===== config.mk =====
export PLATFORM = sky130hd
export DESIGN_NAME = timer_core
export DESIGN_NICKNAME = d
export VERILOG_FILES = /design/src/rtl/timer_core.sv
export SDC_FILE = /design/constraint.sdc
export NUM_CORES = 1
export LEC_CHECK = 0
export CORE_MARGIN = 2
export CORE_UTILIZATION = 46
export DETAILED_ROUTE_END_ITERATION = 10
export PLACE_DENSITY_LB_ADDON = 0.1
export SLEW_MARGIN = 20
export SYNTH_ARGS = -nofsm -noshare
export SYNTH_HDL_FRONTEND = slang
export SYNTH_SLANG_ARGS = --single-unit

===== constraint.sdc =====
create_clock -name clk -period 2.9 [get_ports clk]
set_input_delay 0.87 -clock clk [delete_from_list [all_inputs] [get_ports clk]]
set_output_delay 0.87 -clock clk [all_outputs]
set_load 0.05 [all_outputs]

===== src/rtl/timer_core.sv =====
// timer_core: timer register file with a prescaled 32-bit counter, compare match, overflow and W1C status.
module timer_core #(
  parameter int NUM_REGS = 5
) (
  input  logic                     clk,
  input  logic                     rst,
  input  logic [NUM_REGS-1:0]      w_enable,
  input  logic [NUM_REGS-1:0]      r_enable,
  input  logic [31:0]              w_data,
  output logic [NUM_REGS*32-1:0]   read_data,
  output logic                     irq
);
  logic [3:0]  ctrl_q, ctrl_d;
  logic [15:0] prescale_q, prescale_d;
  logic [31:0] compare_q, compare_d;
  logic [31:0] count_q, count_d;
  logic [1:0]  status_q, status_d;
  logic [15:0] pre_cnt_q, pre_cnt_d;
  logic        en, tick, hit, top;
  logic        unused_r;

  assign unused_r = ^r_enable;

  always_comb begin
    en = ctrl_q[0];
    tick = en && (pre_cnt_q == prescale_q);
    hit = count_q == compare_q;
    top = &count_q;
    ctrl_d = w_enable[0] ? w_data[3:0] : ctrl_q;
    // one-shot stop overrides a simultaneous CTRL write re-arming EN
    if (tick && hit && !ctrl_q[1]) ctrl_d[0] = 1'b0;
    prescale_d = w_enable[1] ? w_data[15:0] : prescale_q;
    compare_d = w_enable[2] ? w_data : compare_q;
    count_d = w_enable[3] ? w_data :
              !tick       ? count_q :
              hit         ? (ctrl_q[1] ? 32'd0 : count_q) :
                            count_q + 32'd1;
    status_d = (status_q & ~(w_enable[4] ? w_data[1:0] : 2'b00)) | {tick & !hit & top, tick & hit};
    pre_cnt_d = (tick || w_enable[3] || w_enable[1] || (w_enable[0] && w_data[0] && !en)) ? 16'd0 :
                en ? pre_cnt_q + 16'd1 : pre_cnt_q;
  end

  always_ff @(posedge clk) begin
    if (rst) begin
      ctrl_q <= '0;
      prescale_q <= '0;
      compare_q <= 32'hFFFF_FFFF;
      count_q <= '0;
      status_q <= '0;
      pre_cnt_q <= '0;
    end else begin
      ctrl_q <= ctrl_d;
      prescale_q <= prescale_d;
      compare_q <= compare_d;
      count_q <= count_d;
      status_q <= status_d;
      pre_cnt_q <= pre_cnt_d;
    end
  end

  assign read_data[0*32+:32] = {28'd0, ctrl_q};
  assign read_data[1*32+:32] = {16'd0, prescale_q};
  assign read_data[2*32+:32] = compare_q;
  assign read_data[3*32+:32] = count_q;
  assign read_data[4*32+:32] = {30'd0, status_q};
  assign irq = (status_q[0] & ctrl_q[2]) | (status_q[1] & ctrl_q[3]);
endmodule


==> run summary <==
Final worst path period share: 92.9%
Max Root-Sink Buffers: 2
Mapped Area: 5830 um2
Largest net degree at the start of global routing: 42
Yosys Warn Count: 0
Final hold slack: 0.477 ns
Result of the run: finished clean
Max Slew Vio Count: 0
Die area: 13600 um2
Starting density of the core: 46.7%
Clock period minus final worst setup slack: 2.69 ns
Leak Pwr: 2.96 nW
CTS Hold Bufs: 0
Design area: 7400 um2
Sink Count: 102
GRT overflow: 0
RD Place Congestion: 0.933
Top_reg_cell synth: dfxtp_1
Number of synthesized flops with an enable pin: 0
Slowest-stage cell, CP: clkdlybuf4s50_1
CTS tree: yes
Commonest non-fill, non-tap cell in the layout: clkdlybuf4s50_1
Worst slew pin tran: 0.702 ns
Inserted Diodes: 0
Dpl cell area: 7070 um2
Pre-CTS setup slack: 0.203 ns
HPWL Detailed: 12900 um
Seq cells post-synth: 102
Die Span Y: 117 um
Arrival time worst endpoint: 1.82 ns
Post-Syn Area per Cell: 8.48 um2
First-pass GRT wire length: 26200 um
Rel. slew slack: 53.0%
Post-DR wirelength/cell: 17.5 um
Global-route usage over all layers: 25.4%
P&R area growth vs syn: 27.0%
RSZ-0062 raised after global routing: false
Pwr Density: 521 nW/um2
Die extent in x: 117 um
First DRT Iteration DRCs: 343
Final worst slack: 0.206 ns
Root Driver: clkbuf_16
Multi-input combinational cell area: 3310 um2
Worst Setup End Kind: output pin
Worst-Skew Late Latency: 0.35 ns
TritonRoute pass-1 iters: 6
Drc violations: 0
Hold Crit Class: flop to flop
Via density: 5.31
Clock buffer count from CTS: 9
PortBufs: 125
Initial antenna violation count: 0
# fillers: 1156
Critical Path Fanout Max: 11
Syn Inst Count: 687
Clk slew on worst S/H paths: 0.06 ns
Row count: 41
Layout Skew: 0.00663 ns
Via count: 5232
Crit Path Class: flop to output pin
CP Launch Type: flop
Crit-path leading delay family: buffers and inverters
Critical Path RT: 2.03 ns
Sequential-to-total area share from yosys stat: 35.1%
Synth unique cells: 60
Cell Chain, Critical Path: clkdlybuf4s50_1
Asr flop ratio synth: 0%
Antenna Violating Nets Remaining: 0
Setup TNS: 0 ns
Core footprint: 12500 um2
Slowest cell delay on critical path: 0.89 ns
Max Clk Rate: 371 MHz
Io pins: 205
WP buf/inv: 1
Seq. cell area: 2040 um2
NumNets Final: 854
H-Tree Depth: 3
Max VDD drop: 0.293 mV
Routed WL: 17200 um
Vias in the first global route: 4817
Max-Cap Viols: 0
Setup violators final: 0
Commonest non-fill, non-tap cells in the layout: 123 x clkdlybuf4s50_1, 102 x dfxtp_1, 74 x nand2_1, 74 x conb_1, 56 x xor2_1
Share of post-route cells with drive strength above 1: 7.63%
Fin. Hold Viols: 0
## worst paths after layout
kind,cells past startpoint,slack (ns),end,from
setup reg to reg,8,0.25,status_q[1]$_SDFF_PP0_,count_q[1]$_SDFFE_PP0P_
hold reg to reg,2,0.48,status_q[0]$_SDFF_PP0_,status_q[0]$_SDFF_PP0_
setup / recovery,1,0.21,read_data[0],ctrl_q[0]$_SDFFE_PP0P_
hold / removal,2,0.48,status_q[0]$_SDFF_PP0_,status_q[0]$_SDFF_PP0_
## layer usage
layer / part of all wire [%] / vias up / track usage (%)
met4: 3.0 / 0 / 12.5
li1: - / 2515 / -
met2: 48 / 200 / 41.6
met1: 42 / 2484 / 31.8
met5: 0 / - / 0
met3: 6.8 / 33 / 5.29
## per-stage QoR
step	cells	power, mW	util (%)
after floorplan	760	2.35	-
after global placement	969	2.59	56.7
after detailed placement	969	2.59	56.7
after CTS	985	3.89	59.3
after global routing	985	4.01	59.4
final	985	3.86	59.4
## worst register-to-register path: cells and delay by family, from the launching register on
| family | cells | cell delay (ns) |
|---|---|---|
| DFF | 1 | 0.42 |
| and+or+nand+nor | 6 | 1.80 |
| adders and majority gates | 1 | 0.21 |
| AOI/OAI and AO/OA | 1 | 0.15 |
## synthesized netlist by cell type, types with 3 or more instances
cell        n  area, um2
o22ai_1     9       56.3
xor2_1     56        490
nor2_1     57        214
a21oi_1    23        115
inv_1       7       26.3
or3_1       5       31.3
nand2_1    74        278
buf_1       6       22.5
nor3_1     21        105
and3_1     11       68.8
o21ai_1     7       35.0
o211ai_1    3       22.5
clkbuf_1   24       90.1
buf_2      12       60.1
xnor2_1     9       78.8
nand4b_1    3       26.3
a31oi_1     5       31.3
and2_1      4       25.0
nor4_1     15       93.8
a222oi_1    3       30.0
dfxtp_1   102       2040
a211oi_1   12       90.1
buf_4      74        556
mux2i_1    53        531
o31a_1      6       52.6
nand3_1    14       70.1
and4_1      7       61.3
o21ai_0     8       40.0
nand4_1    15       93.8
a311oi_1    4       35.0
## logic make-up (layout without fill, tap and decap cells)
kind of cell | Yosys count | in the layout | synth area share (%)
simple gates | 241 | 241 | 20.9
compound gates | 99 | 99 | 11.6
xor+xnor | 65 | 65 | 9.77
other cells | 1 | 74 | 0.0644
mux | 53 | 53 | 9.11
buf+inv | 124 | 177 | 13.0
flops | 102 | 102 | 35.1
fa+ha+maj | 2 | 2 | 0.429
## report_power, final
group	internal, mW	switching [mW]	leakage [nW]
combinational	0.294	0.709	1.96
sequential	1.47	0.0914	0.840
clock	0.764	0.527	0.155
total	2.53	1.33	2.96
## area by class of cell
cell class              instances  area share (%)
repair buffers                153            20.0
multi-input cells             534            44.8
well taps                     172            2.91
flip-flops and latches        102            27.6
inverters                       8           0.406
clock inverters                 2           0.507
clock buffers                  14            3.84
## sequential cells by signal, indices dropped and copies added (netlist names)
| name | flops |
|---|---|
| prescale_q | 16 |
| count_q | 32 |
| status_q | 2 |
| ctrl_q | 4 |
| pre_cnt_q | 16 |
| compare_q | 32 |
## repair_timing
action	4_1_cts	5_1_grt
resized for setup	0	3
setup endpoints to repair	0	19
setup buffers	0	0
Power figures use the tool's default switching activity.
